==> src/rtl/booth_decode_accumulator_pkg.sv <==
// booth_pkg: shared types and the Booth group decoder used by the
// booth_decode_accumulator block and its partial-product generator.
//   state_t      : control FSM states (idle / run / done)
//   op_t         : decoded radix-4 Booth operation for one 3-bit group
//   GROUP_W      : bits per Booth group
//   booth_decode : maps a 3-bit group {b2,b1,b0} to an op_t
package booth_pkg;

  localparam int GROUP_W = 3;

  typedef enum logic [1:0] {
    ST_IDLE,
    ST_RUN,
    ST_DONE
  } state_t;

  typedef enum logic [2:0] {
    OP_ZERO,
    OP_POS1,
    OP_POS2,
    OP_NEG1,
    OP_NEG2
  } op_t;

  function automatic op_t booth_decode(input logic [GROUP_W-1:0] grp);
    op_t op;
    case (grp)
      3'b001, 3'b010: op = OP_POS1;
      3'b011:         op = OP_POS2;
      3'b100:         op = OP_NEG2;
      3'b101, 3'b110: op = OP_NEG1;
      default:        op = OP_ZERO;  // 000 and 111
    endcase
    return op;
  endfunction

endpackage

==> src/rtl/booth_decode_accumulator_pp_gen.sv <==
// booth_pp_gen: combinational radix-4 Booth partial-product generator.
// The multiplicand is sign-extended to 2*WIDTH first, so the x2 and the
// negation never lose the sign (keeps -2^(W-1) * -2^(W-1) exact).
// Ports:
//   group_i        in  GROUP_W   Booth group {b2,b1,b0}
//   multiplicand_i in  WIDTH     signed multiplicand M
//   pp_o           out 2*WIDTH   signed partial product {0,+-M,+-2M} (unshifted)
module booth_pp_gen
  import booth_pkg::*;
#(
  parameter int WIDTH = 8
) (
  input  logic [GROUP_W-1:0] group_i,
  input  logic [WIDTH-1:0]   multiplicand_i,
  output logic [2*WIDTH-1:0] pp_o
);

  logic [2*WIDTH-1:0] m_ext;
  logic [2*WIDTH-1:0] m_x2;

  assign m_ext = {{WIDTH{multiplicand_i[WIDTH-1]}}, multiplicand_i};
  assign m_x2  = m_ext << 1;

  always_comb begin
    pp_o = '0;
    case (booth_decode(group_i))
      OP_POS1: pp_o = m_ext;
      OP_POS2: pp_o = m_x2;
      OP_NEG1: pp_o = '0 - m_ext;
      OP_NEG2: pp_o = '0 - m_x2;
      default: pp_o = '0;
    endcase
  end

endmodule

==> src/rtl/booth_decode_accumulator.sv <==
// booth_decode_accumulator: consumes the multiplicand and the radix-4 Booth
// groups of one multiplier, decodes one group per cycle and accumulates the
// shifted partial products into a signed 2*WIDTH product.
// Optional feature macro: BOOTH_EARLY_TERM_EN -- finish as soon as every
// remaining higher group decodes to zero (variable latency, same product).
// Ports:
//   clk          in  1           clock, rising edge
//   rst_n        in  1           synchronous active-low reset
//   start        in  1           request, sampled only in IDLE
//   multiplicand in  WIDTH       signed M, captured on accepted start
//   seq_bus      in  3*NGROUPS   Booth groups, group i = seq_bus[3i+2:3i]
//   busy         out 1           high while groups are being accumulated
//   done         out 1           one-cycle pulse, product valid from here
//   product      out 2*WIDTH     signed M*Q, held until next accepted start
module booth_decode_accumulator
  import booth_pkg::*;
#(
  parameter int WIDTH = 8
) (
  input  logic                       clk,
  input  logic                       rst_n,
  input  logic                       start,
  input  logic [WIDTH-1:0]           multiplicand,
  input  logic [GROUP_W*WIDTH/2-1:0] seq_bus,
  output logic                       busy,
  output logic                       done,
  output logic [2*WIDTH-1:0]         product
);

  localparam int NGROUPS = WIDTH / 2;
  localparam int IDX_W   = (NGROUPS > 1) ? $clog2(NGROUPS) : 1;
  localparam int SEQ_W   = GROUP_W * NGROUPS;

  state_t             state_q, state_d;
  logic [IDX_W-1:0]   idx_q, idx_d;
  logic [2*WIDTH-1:0] acc_q, acc_d;
  logic [2*WIDTH-1:0] product_q, product_d;
  logic [WIDTH-1:0]   m_q, m_d;
  logic [SEQ_W-1:0]   seq_q, seq_d;

  logic [GROUP_W-1:0] cur_group;
  logic [2*WIDTH-1:0] pp;
  logic [2*WIDTH-1:0] acc_sum;
  logic               last_group;

  assign cur_group = seq_q[GROUP_W*idx_q +: GROUP_W];

  booth_pp_gen #(
    .WIDTH(WIDTH)
  ) u_pp_gen (
    .group_i        (cur_group),
    .multiplicand_i (m_q),
    .pp_o           (pp)
  );

  // Group idx carries weight 4^idx, i.e. a left shift by 2*idx.
  assign acc_sum = acc_q + (pp << {idx_q, 1'b0});

`ifdef BOOTH_EARLY_TERM_EN
  // upper_zero[i] is set when every group above i decodes to zero, so the
  // run can stop right after group i. The top group always terminates.
  logic [NGROUPS-1:0] upper_zero;

  for (genvar gi = 0; gi < NGROUPS; gi++) begin : g_upper_zero
    if (gi == NGROUPS - 1) begin : g_top
      assign upper_zero[gi] = 1'b1;
    end else begin : g_lower
      assign upper_zero[gi] = upper_zero[gi+1] &
          (booth_decode(seq_q[GROUP_W*(gi+1) +: GROUP_W]) == OP_ZERO);
    end
  end

  assign last_group = upper_zero[idx_q];
`else
  assign last_group = (idx_q == IDX_W'(NGROUPS - 1));
`endif

  always_comb begin
    state_d   = state_q;
    idx_d     = idx_q;
    acc_d     = acc_q;
    product_d = product_q;
    m_d       = m_q;
    seq_d     = seq_q;
    case (state_q)
      ST_IDLE: begin
        if (start) begin
          m_d     = multiplicand;
          seq_d   = seq_bus;
          acc_d   = '0;
          idx_d   = '0;
          state_d = ST_RUN;
        end
      end
      ST_RUN: begin
        acc_d = acc_sum;
        idx_d = idx_q + IDX_W'(1);
        if (last_group) begin
          // Load the product on the way into DONE so it is valid together
          // with the done pulse.
          product_d = acc_sum;
          state_d   = ST_DONE;
        end
      end
      ST_DONE: begin
        state_d = ST_IDLE;
      end
      default: begin
        state_d = ST_IDLE;
      end
    endcase
  end

  always_ff @(posedge clk) begin
    if (!rst_n) begin
      state_q   <= ST_IDLE;
      idx_q     <= '0;
      acc_q     <= '0;
      product_q <= '0;
      m_q       <= '0;
      seq_q     <= '0;
    end else begin
      state_q   <= state_d;
      idx_q     <= idx_d;
      acc_q     <= acc_d;
      product_q <= product_d;
      m_q       <= m_d;
      seq_q     <= seq_d;
    end
  end

  assign busy    = (state_q == ST_RUN);
  assign done    = (state_q == ST_DONE);
  assign product = product_q;

endmodule
==> config.mk <==
export PLATFORM = sky130hd
export DESIGN_NAME = booth_decode_accumulator
export DESIGN_NICKNAME = d
export VERILOG_FILES = /design/src/rtl/booth_decode_accumulator_pkg.sv /design/src/rtl/booth_decode_accumulator_pp_gen.sv /design/src/rtl/booth_decode_accumulator.sv
export SDC_FILE = /design/constraint.sdc
export NUM_CORES = 1
export LEC_CHECK = 0
export BUFFER_PORTS_ARGS = -buffer_cell sky130_fd_sc_hd__buf_2
export CAP_MARGIN = 20
export CORE_MARGIN = 1.5
export CORE_UTILIZATION = 49
export CTS_CLUSTER_SIZE = 25
export DETAILED_ROUTE_END_ITERATION = 10
export PLACE_DENSITY = 0.74
export SLEW_MARGIN = 25
export SYNTH_ARGS = -nofsm -noshare
export SYNTH_HDL_FRONTEND = slang
export SYNTH_SLANG_ARGS = --single-unit
==> constraint.sdc <==
create_clock -name clk -period 5 [get_ports clk]
set_input_delay 0.5 -clock clk [delete_from_list [all_inputs] [get_ports clk]]
set_output_delay 0.5 -clock clk [all_outputs]
set_load 0.02 [all_outputs]
==> flow_metrics.tcl <==
set metrics [dict create \
    grt_pass1_wl_um 16500 \
    grt_overflow_total 0 \
    vias 3853 \
    relSlewSlack_pct 42.1 \
    p_leak_nw 1.62 \
    cp_cell_sequence "mux4_2, a21boi_0, o21ai_0, a32oi_1, nand2b_1, a21oi_1, ha_1, a21o_1, a21oi_1, o21bai_1, a2111oi_0, or2_2, o311ai_0" \
    synthesis.area_um2 3780 \
    grt_pass1_vias 3478 \
    pwr_density_cell_nw_per_um2 243 \
    yosysSeqAreaShare_pct 29.7 \
    crit_required_ns 5.18 \
    postCtsHoldBufs 0 \
    period_minus_slack_ns 4.56 \
    dp_hpwl_um 7050 \
    startpoint_type "flip-flop" \
    grt_max_degree 37 \
    skew_ns 0.00904 \
    synthTopCellsByCount "83 x nand2_1, 59 x a21oi_1, 56 x dfxtp_1" \
    clock.fmax_mhz 219 \
    post-cts-setup-buffers 0 \
    die_width_um 90.8 \
    die_area_um2 8240 \
    crit-reg2reg-launch "idx_q[1]$_SDFFE_PN0P_" \
    cts_buffer_depth 2 \
    status "finished, final reports clean" \
    viasPerCell 6.17 \
    synth_edf_count 0 \
    grt_setup_unrepaired "false" \
    io_buffers 40 \
    synth_compound_area_share_pct 27.9 \
    drc 0 \
    worstPathMaxFanout 21 \
    wl_per_cell_um 15.8 \
    antenna_found_initial 0 \
    rrSetupSlack_ns 0.44 \
    crit_top_cell "a21oi_1" \
    crit_family "compound AO/OA/AOI/OAI gates" \
    max_stage_delay_ns 0.76 \
    drive_gt1_share_pct 12.0 \
    synth_top_family_by_area "compound AO/OA/AOI/OAI gates" \
    yosys-mux-area-fraction_pct 2.32 \
    htree_levels 2 \
    worstHoldPathCells 3 \
    synth.avg_cell_area_um2 7.47 \
    synth_fa_ha_area_share_pct 6.16 \
    ant_nets 0 \
    critPathKind "reg2reg" \
    maxCapViolations 0 \
    critical_path_arrival_ns 4.74 \
    holdWs_ns 0.411 \
    end_kind "flip-flop" \
    die_h_um 90.8 \
    nFillCells 713 \
    synth-xor-area-share_pct 2.78 \
    r2r_end "product[8]$_SDFFE_PN0P_" \
    synth_area_leaders "dfxtp_1 30%, nand2_1 8.2%, a21oi_1 7.8%, ha_1 5.6%, nand3_1 3.7%" \
    critPathLaunch "idx_q[1]$_SDFFE_PN0P_" \
    drv_slew 0 \
    slowest_stage "a2111oi_0" \
    clock_sinks 56 \
    postSynth.asyncResetShare_pct 0 \
    ys_seq_elements 56 \
    synth.most_common_cell "nand2_1" \
    place_congestion 0.980 \
    setup_viol 0 \
    yosysTopAreaCell "dfxtp_1" \
    yosys_warnings 0 \
    cts_buffers 5 \
    critPathBufInv 0 \
    clk_pin_slew_worst_paths_ns 0.11 \
    syn_inst 506 \
    drt-pass1-iter-count 6 \
    hold_viol_final 0 \
    holdPathEnd "m_q[3]$_SDFFE_PN0P_" \
    synth_flop_cell "dfxtp_1" \
    start_util_pct 51.3 \
    num_rows 31 \
    syn_nets 547 \
    period_share_pct 91.2 \
    cts_tree "built" \
    holdCritPathClass "in2reg" \
    root_buffer "clkbuf_8" \
    drt_iter0_drc 373 \
    post_cts_resized 0 \
    core_area_um2 7370 \
    synth_top_area_share_pct 29.7 \
    irDropWorstVdd_mv 0.128 \
    antenna_cells 0 \
    synthDistinctLibCells 64 \
    tns_ns 0 \
    min_from "multiplicand[3]" \
    areaGrowthSynthToFinish_pct 8.28 \
    io_pins 41 \
    finalNetCount 566 \
    drt_wl_total_um 9840 \
    worst_pin_slew_ns 0.868 \
    track_usage_pct 24.2 \
    clk_latency_ns 0.32 \
    rr_worst_depth 13 \
    yosys.area_share.simple_pct 26.2 \
]
## stage by stage
step	util (%)	setup WS [ns]	std cells	total power, mW	instance area (µm²)
2_1_floorplan	-	1.17	506	0.683	3780
3_3_place_gp	54.4	0.796	617	0.739	4010
3_5_place_dp	54.4	0.633	617	0.744	4010
4_1_cts	55.5	0.554	624	0.996	4090
5_1_grt	55.5	0.0678	624	1.05	4090
6_report	55.5	0.440	624	0.994	4090
## cells by family after synthesis
kind of cell / Yosys count
AND/OR/NAND/NOR: 209
XOR/XNOR: 12
buffers and inverters: 48
AO/OA/AOI/OAI: 158
multiplexers: 5
flip-flops: 56
adder cells (fa/ha/maj): 18
## report_power, final
part	internal (mW)	leakage, nW	switching (mW)
Sequential	0.463	0.455	0.0178
Combinational	0.0938	1.12	0.165
Clock	0.0988	0.0417	0.156
## final cells by class
type                       count  area, µm²  area share (%)
inverter                      15       56.3            1.38
multi-input combinational    402       2470            60.4
tap                           99        124            3.03
sequential                    56       1120            27.4
timing repair buffer          45        238            5.81
clock buffer                   6       72.6            1.77
clock inverter                 1       8.76           0.214
## worst max path at each step
stage,slack (ns),endpoint,cells past startpoint
final,0.44,product[8]$_SDFFE_PN0P_,13
after global routing,0.07,product[8]$_SDFFE_PN0P_,13
after CTS,0.55,product[8]$_SDFFE_PN0P_,13
after detailed placement,0.63,product[8]$_SDFFE_PN0P_,13
after global placement,0.80,acc_q[8]$_SDFFE_PN0P_,12
after floorplan,1.17,product[8]$_SDFFE_PN0P_,14
## registers in the layout, summed over array words and instances (netlist names)
signal,count
acc_q,16
idx_q,2
m_q,8
product,16
seq_q,12
state_q,2
## worst min-delay path: cells and delay by family
| kind | cells | cell delay, ns |
|---|---|---|
| buffers and inverters | 1 | 0.09 |
| AO/OA/AOI/OAI | 1 | 0.05 |
| AND/OR/NAND/NOR | 1 | 0.04 |
## metal layers
metal	vias up	track usage [%]	wire (µm)
li1	1885	-	-
met1	1779	33.6	4550
met2	171	37.8	4460
met3	18	4.29	645
met4	0	7.81	183
met5	-	0	0
## cell usage in the layout (no fill, tap or decap), drive strengths merged, types with 4 or more instances in the layout
master	Yosys	final
buf	3	45
o22ai	5	5
nand3	28	28
clkbuf	30	6
o211ai	4	4
and2	6	6
nor2	30	30
o21ai	18	18
a31oi	6	6
o21a	7	7
o311ai	6	6
ha	17	17
a21oi	59	59
xnor2	6	6
nand2b	10	10
nand4	7	7
o32ai	6	6
dfxtp	56	56
xor2	6	6
o31ai	9	9
inv	14	15
or3	9	9
a211oi	6	6
a21o	7	7
nor3	17	17
nand2	83	83
No activity file was read; power rests on OpenSTA's default activity.
